## src/rtl/rgb_pkg.sv

```systemverilog
// rgb_pkg: colour record type and the fixed palette shared by the sequencer
package rgb_pkg;

    localparam int CH_BITS = 8;

    typedef struct packed {
        logic [CH_BITS-1:0] r;
        logic [CH_BITS-1:0] g;
        logic [CH_BITS-1:0] b;
    } color_t;

    localparam color_t PALETTE [0:7] = '{
        '{r: 8'hFF, g: 8'h00, b: 8'h00},
        '{r: 8'h00, g: 8'hFF, b: 8'h00},
        '{r: 8'h00, g: 8'h00, b: 8'hFF},
        '{r: 8'hFF, g: 8'hFF, b: 8'h00},
        '{r: 8'h00, g: 8'hFF, b: 8'hFF},
        '{r: 8'hFF, g: 8'h00, b: 8'hFF},
        '{r: 8'hFF, g: 8'hFF, b: 8'hFF},
        '{r: 8'h00, g: 8'h00, b: 8'h00}
    };

    // Palette channels are either fully off or fully on, so a lit-channel mask
    // lets the sequencer rebuild each channel at whatever PWM width it runs.
    function automatic logic [2:0] ch_mask(input color_t c);
        return {|c.b, |c.g, |c.r};
    endfunction

endpackage

```

## src/rtl/button_debounce.sv

```systemverilog
// button_debounce: two-flop synchroniser, level debouncer and press pulse
module button_debounce #(
    parameter int DEBOUNCE_CYCLES = 1200
) (
    input  logic clk,
    input  logic rst,
    input  logic button,
    output logic step
);

    localparam int CW = $clog2(DEBOUNCE_CYCLES + 1);
    localparam logic [CW-1:0] C_LAST = CW'(DEBOUNCE_CYCLES - 1);

    logic          sync0;
    logic          sync1;
    logic          level;
    logic          level_q;
    logic [CW-1:0] cnt;

    // Bring the raw button into the clock domain before anything looks at it
    always_ff @(posedge clk or negedge rst) begin
        if (!rst) begin
            sync0 <= 1'b0;
            sync1 <= 1'b0;
        end else begin
            sync0 <= button;
            sync1 <= sync0;
        end
    end

    // Accept a new level only after it has disagreed for a full unbroken run
    always_ff @(posedge clk or negedge rst) begin
        if (!rst) begin
            cnt   <= '0;
            level <= 1'b0;
        end else if (sync1 == level) begin
            cnt   <= '0;
        end else if (cnt == C_LAST) begin
            cnt   <= '0;
            level <= sync1;
        end else begin
            cnt   <= cnt + 1'b1;
        end
    end

    // Delayed copy of the debounced level for press-edge detection
    always_ff @(posedge clk or negedge rst) begin
        if (!rst)
            level_q <= 1'b0;
        else
            level_q <= level;
    end

    assign step = level & ~level_q;

endmodule

```

## src/rtl/rgb_pwm_sequencer.sv

```systemverilog
// rgb_pwm_sequencer: palette sequencer with button/auto advance and RGB PWM drive
module rgb_pwm_sequencer
    import rgb_pkg::*;
#(
    parameter int PWM_BITS        = 8,
    parameter int N_COLORS        = 6,
    parameter int DEBOUNCE_CYCLES = 1200,
    parameter int AUTO_PERIOD     = 12_000_000
) (
    input  logic                clk,
    input  logic                rst,
    input  logic                button,
    input  logic                auto_en,
    input  logic [PWM_BITS-1:0] brightness,
    output logic [2:0]          rgb,
    output logic [2:0]          color_idx
);

    localparam int AW = (AUTO_PERIOD > 2) ? $clog2(AUTO_PERIOD) : 1;
    localparam logic [AW-1:0] A_LAST = AW'(AUTO_PERIOD - 1);
    localparam logic [2:0]    C_LAST = 3'(N_COLORS - 1);

    logic                  step;
    logic                  tick;
    logic                  advance;
    logic [AW-1:0]         auto_cnt;
    logic [PWM_BITS-1:0]   pwm_cnt;
    logic [2:0]            mask;
    logic [2*PWM_BITS-1:0] prod [3];
    logic [PWM_BITS-1:0]   duty_next [3];
    logic [PWM_BITS-1:0]   duty [3];

    button_debounce #(
        .DEBOUNCE_CYCLES(DEBOUNCE_CYCLES)
    ) u_debounce (
        .clk    (clk),
        .rst    (rst),
        .button (button),
        .step   (step)
    );

    assign tick    = auto_en && (auto_cnt == A_LAST);
    assign advance = step | tick;

    // Auto-advance timer: idle at zero when disabled, restarts on every advance
    always_ff @(posedge clk or negedge rst) begin
        if (!rst)
            auto_cnt <= '0;
        else
            auto_cnt <= (!auto_en || advance) ? '0 : auto_cnt + 1'b1;
    end

    // Palette index steps once per advance and wraps after the last colour
    always_ff @(posedge clk or negedge rst) begin
        if (!rst)
            color_idx <= 3'd0;
        else if (advance)
            color_idx <= (color_idx == C_LAST) ? 3'd0 : color_idx + 3'd1;
    end

    // Free-running PWM timebase
    always_ff @(posedge clk or negedge rst) begin
        if (!rst)
            pwm_cnt <= '0;
        else
            pwm_cnt <= pwm_cnt + 1'b1;
    end

    // Scale each lit channel by brightness with a full-width product
    always_comb begin
        mask = ch_mask(PALETTE[color_idx]);
        for (int i = 0; i < 3; i++) begin
            prod[i]      = {{PWM_BITS{1'b0}}, (mask[i] ? {PWM_BITS{1'b1}} : {PWM_BITS{1'b0}})}
                         * {{PWM_BITS{1'b0}}, brightness};
            duty_next[i] = PWM_BITS'(prod[i] >> PWM_BITS);
        end
    end

    // Duties change only at the end of a period so no pulse is ever cut short
    always_ff @(posedge clk or negedge rst) begin
        if (!rst) begin
            for (int i = 0; i < 3; i++)
                duty[i] <= '0;
        end else if (&pwm_cnt) begin
            for (int i = 0; i < 3; i++)
                duty[i] <= duty_next[i];
        end
    end

    // Registered PWM compare per channel
    always_ff @(posedge clk or negedge rst) begin
        if (!rst)
            rgb <= 3'b000;
        else
            rgb <= {pwm_cnt < duty[2], pwm_cnt < duty[1], pwm_cnt < duty[0]};
    end

endmodule

```

## config.mk

```make
export PLATFORM = sky130hd
export DESIGN_NAME = rgb_pwm_sequencer
export DESIGN_NICKNAME = d
export VERILOG_FILES = /design/src/rtl/rgb_pkg.sv /design/src/rtl/button_debounce.sv /design/src/rtl/rgb_pwm_sequencer.sv
export SDC_FILE = /design/constraint.sdc
export NUM_CORES = 1
export LEC_CHECK = 0
export ABC_AREA = 1
export BUFFER_PORTS_ARGS = -buffer_cell sky130_fd_sc_hd__buf_2
export CORE_MARGIN = 5
export CORE_UTILIZATION = 39
export CTS_CLUSTER_DIAMETER = 120
export DETAILED_ROUTE_END_ITERATION = 8
export PLACE_DENSITY = 0.64
export REMOVE_ABC_BUFFERS = 1
export SLEW_MARGIN = 15
export SYNTH_ARGS = -nofsm -noshare
export SYNTH_HDL_FRONTEND = slang
export SYNTH_SLANG_ARGS = --single-unit
```

## constraint.sdc

```tcl
create_clock -name clk -period 14.3 [get_ports clk]
set_input_delay 2.145 -clock clk [delete_from_list [all_inputs] [get_ports clk]]
set_output_delay 2.145 -clock clk [all_outputs]
set_load 0.01 [all_outputs]
```

# [After elaboration in Yosys (flattened, before gate mapping)]
# Memory sizes are Yosys's and may differ from the RTL's.
# Index checks and enable logic that the tools add are counted.
[classes] n_addsub=4 n_mul=3 magnitude_cmp=4 eq_ne=4 mux=9 bitwise=5 reduce_logical=8
[op_table] cell="$mux 24" count=3
[op_table] cell="$mul 8x8->16" count=3
[op_table] cell="$add 24x1->24 const B" count=1
[op_table] cell="$eq 24x24->1 const B" count=1
[op_table] cell="$lt 8x8->1" count=3
[op_table] cell="$mux 8" count=3
[op_table] cell="$reduce_or 8->1" count=3
[op_table] cell="$mux 11" count=2
[op_table] cell="$add 11x1->11 const B" count=1
[op_table] cell="$eq 11x11->1 const B" count=1
[op_table] cell="$add 8x1->8 const B" count=1
[op_table] cell="$reduce_and 8->1" count=1
[op_table] cell="$ge 4x4->1 const B" count=1
[op_table] cell="$not 3->4" count=1
[op_table] cell="$add 3x1->3 const B" count=1
[op_table] cell="$eq 3x3->1 const B" count=1
[op_table] cell="$mux 3" count=1
[op_table] cell="$not 1->1" count=2
[op_table] cell="$reduce_and 2->1" count=1
[op_table] cell="$and 1x1->1" count=1
[op_table] cell="$eq 1x1->1" count=1
[op_table] cell="$logic_and 1x1->1" count=1
[op_table] cell="$logic_not 1->1" count=1
[op_table] cell="$logic_or 1x1->1" count=1
[op_table] cell="$or 1x1->1" count=1
[word_totals] regBits=77 romBits=192 output_inout_bits=6 wordCells=50 n_memories=1
[memory_table] memory="(no name shown)" depth=8 width=24 read_ports=1 rd_clocked_by_memory_dff=0 write_ports=0 line_no="rgb_pwm_sequencer.sv:71" rtl="mask = ch_mask(PALETTE[color_idx]);"

# [Longest topological paths before layout]
[logic_depth] word_depth=7 depth_mapped=32 depth_no_buf=32

# [Hierarchy]
# From an unflattened synthesis, not the netlist that was laid out.
[hier_totals] cells_unflattened=1237 hier_area_um2=9012.4
[modules_own_cells] module="rgb_pwm_sequencer" n_inst=1 cells_each=1157 area_each_um2=8310.5 seq_area_each_um2=1551.5
[modules_own_cells] module="button_debounce" n_inst=1 cells_each=80 area_each_um2=701.9 seq_area_each_um2=375.4

# [Worst setup path after synthesis]
# Ideal clock, no wire load.
[synth_path] path_type="input to register" start="input port brightness[5]" end="register duty[7] (netlist name)" setup_ns=0.117 t_arrival_ns=5.723 path_slack_ns=8.459 path_stages=18 path_buffers=0 cell_sequence="inv_1 nor2_1 inv_1 fa_1 fa_1 inv_1 fa_1 fa_1 ha_1 nand2_1 inv_1 nand2_1 inv_1 and2_1 nand2_1 nand3_1 nand3_1 nand2_1"
[synth_via] elab_chain_len=1
[synth_rtl] item="start: declaration" line_no="rgb_pwm_sequencer.sv:14" rtl="input logic [PWM_BITS-1:0] brightness,"
[synth_rtl] item="$mul 8x8->16" line_no="rgb_pwm_sequencer.sv:74" rtl="* {{PWM_BITS{1'b0}}, brightness};"
[synth_rtl] item="end signal: indexed assignment" line_no="rgb_pwm_sequencer.sv:86" rtl="duty[i] <= duty_next[i];"
[synth_rtl] item="end: declaration" line_no="rgb_pwm_sequencer.sv:31" rtl="logic [PWM_BITS-1:0] duty [3];"
# Every way passes these cells.
# A chain may end at the register's enable or synchronous reset.

# [Worst setup path in the final report]
[layout_path] start="input port brightness[5]" end="register duty[4] (netlist name)"
# Same word-level chain as after synthesis.

==> impl_metrics.yaml <==
global_routing:
  globalRouteOverflowTotal: 0
  grt_max_degree: 78
  grt_antenna_before_repair: 0
  grt_pass1_wl_um: 32400
  grt_pass1_vias: 7069
  grt_usage: 0.148
die:
  die_w_um: 161
  fp.dieH_um: 161
  die_area_um2: 25900
  row_count: 55
  core_region_area_um2: 22500
  start_util: 0.394
  ios: 18
timing:
  slew_headroom: 0.351
  rsz0062_at_grt: "false"
  fin_crit_sh: 0.421
  fmaxAchievable_mhz: 166
  worst_pin_slew_ns: 0.974
  finalClockSkew_ns: 0.00905
  setup_viol: 0
  tns_ns: 0
  hold_viol_final: 0
  finalCriticalPeriod_ns: 6.02
  slew_viol_final: 0
detailed_routing:
  wirelength_um: 18200
  route.detailed.drc: 0
  vias: 7219
  drt-vias-per-instance: 4.72
  ant_nets: 0
  detail_route.iter0.violations: 347
  drt_pass1_iterations: 5
  wl_per_cell_um: 11.9
yosys:
  synth_commonest_cells: "inv_1 (282), nand2_1 (279), ha_1 (131)"
  synth_top_area_share: 0.217
  syn_avg_cell_area_um2: 7.29
  ys_seq_area_frac: 0.217
  synth_top_family_by_area: "adder cells"
  ys_types: 39
  syn_inst: 1218
  synth-simple-area-share: 0.268
  synth_mux_area_frac: 0
  synth-edff-count: 0
  synth-xor-area-share: 0.0365
  yosysTopAreaCell: "dfrtp_1"
  synth-compound-area-share: 0.0516
  ys_seq_elements: 77
  async_flop_share: 1.00
  yosys_warnings: 0
  yosysMostFrequentCell: "inv_1"
  syn_area_um2: 8880
  synthFlopType: "dfrtp_1"
  synth_area_leaders: "dfrtp_1 (22%), ha_1 (18%), inv_1 (12%), nand2_1 (12%), fa_1 (12%)"
  synthAdderAreaFrac: 0.300
power_and_ir_drop:
  leakagePower_nw: 5.64
  powerDensity_nw_per_um2: 81.4
  power_uw: 779
  peakVddDrop_mv: 0.0989
clock_tree:
  clock-sinks: 77
  holdBufCountCts: 0
  numCtsBuffers: 9
  clockRootBuffer: "clkbuf_16"
  clockBufferDepth: 2
  h-tree-depth: 3
  tritoncts: "built"
  cts_setup_buffers: 0
  clk_pin_slew_ns: 0.06
  clock_latency_ns: 0.34
  cts_resized: 0
setup_path:
  worstPathArrival_ns: 6.30
  end_kind: "flip-flop"
  reg2reg_depth: 16
  worstPathRequired_ns: 14.58
  r2r_start: "color_idx[2]"
  r2r_end: "duty[4]"
  cp_max_fo: 5
  endpoint: "duty[4]"
  startpoint: "brightness[5]"
  startpoint_type: "primary input"
  critPathKind: "in -> reg"
  r2r_slack_ns: 9.15
placement:
  port_buffers: 17
  dp.cells: 1515
  gp_congestion: 0.902
  place_area_um2: 9270
  dpl.hpwl_um: 15300
layout:
  n_fill_cell: 2308
  layout.nets: 1435
  drive_gt1_frac: 0.0449
  post-route-util: 0.425
  num_antenna_cells: 0
  finalNonFillerCells: 1531
  finalInstanceArea_um2: 9570
  synthToLayoutAreaGrowth_pct: 7.84
run:
  max-cap-violations: 0
status:
  status: "finished clean"
hold_path:
  hold_class: "reg -> reg"
-- worst max-delay path: stages --
cell	delay [ns]
buf_2	0.09
inv_1	0.08
nor2_1	0.42
inv_1	0.11
fa_1	0.61
fa_1	0.64
inv_1	0.07
fa_1	0.50
fa_1	0.48
ha_1	0.37
a21oi_1	0.25
nor2_1	0.06
nor2_1	0.12
nand3_1	0.09
nand2_1	0.06
nand3_1	0.10
nand2_1	0.09
-- how the worst min path moves through the flow --
stage / cells past startpoint / startpoint / slack, ns / end
CTS: 0 / u_debounce.sync0 / 0.35 / u_debounce.sync1
global placement: 0 / u_debounce.sync0 / 0.34 / u_debounce.sync1
finish: 0 / u_debounce.sync0 / 0.35 / u_debounce.sync1
detailed placement: 0 / u_debounce.sync0 / 0.34 / u_debounce.sync1
global route: 0 / u_debounce.sync0 / 0.37 / u_debounce.sync1
floorplan: 0 / u_debounce.sync0 / 0.33 / u_debounce.sync1
-- layout by cell type, fill, tap and decap left out, types with 6 or more instances in the layout --
master     instances
a21oi_1           44
nand3b_1           6
fa_1              51
nand3_1           78
buf_2             16
clkbuf_16          9
nand4_1           25
dfrtp_1           77
inv_1            282
ha_1             131
o21ai_0           26
nand2_1          279
xnor2_1           12
nor3_1            19
nor2_1           114
xor2_1            25
-- metal layers --
metal / up-vias / track usage / wire [um]
met5: - / 0 / 0
met4: 0 / 0.0442 / 369
met3: 26 / 0.0177 / 498
met2: 108 / 0.255 / 8600
met1: 3268 / 0.196 / 8750
li1: 3817 / - / -
-- kinds of logic after synthesis --
| family | count (synthesis) |
|---|---|
| compound gates | 84 |
| xor+xnor | 37 |
| fa+ha+maj | 182 |
| buf+inv | 292 |
| flops | 77 |
| simple gates | 546 |
-- stage by stage --
stage / hold slack (ns) / setup slack, ns
after floorplan: 0.331 / 8.43
after global placement: 0.339 / 7.96
after detailed placement: 0.340 / 7.91
after CTS: 0.354 / 8.28
after global routing: 0.366 / 7.98
final: 0.349 / 8.28
-- flip-flops by register name (all words and copies together), names as in the netlist --
name	flops
auto_cnt	24
color_idx	3
duty	24
pwm_cnt	8
rgb	3
u_debounce.cnt	11
u_debounce.level	1
u_debounce.level_q	1
u_debounce.sync0	1
u_debounce.sync1	1
-- where the power goes --
group	switching, mW	leakage (nW)	internal (mW)	total, mW
clock network	0.0902	0.140	0.139	0.229
registers	0.00112	0.911	0.220	0.221
logic	0.207	4.59	0.121	0.329
total	0.299	5.64	0.480	0.779
-- layout make-up --
| type | count | area, um^2 | share of cell area |
|---|---|---|---|
| clock inverter | 6 | 62.6 | 0.00654 |
| multi-input combinational | 849 | 5820 | 0.608 |
| sequential | 77 | 1930 | 0.201 |
| clock buffer | 10 | 239 | 0.0250 |
| inverter | 286 | 1080 | 0.112 |
| timing repair buffer | 18 | 95.1 | 0.00993 |
| tap | 285 | 357 | 0.0373 |
Power figures use the tool's default switching activity.
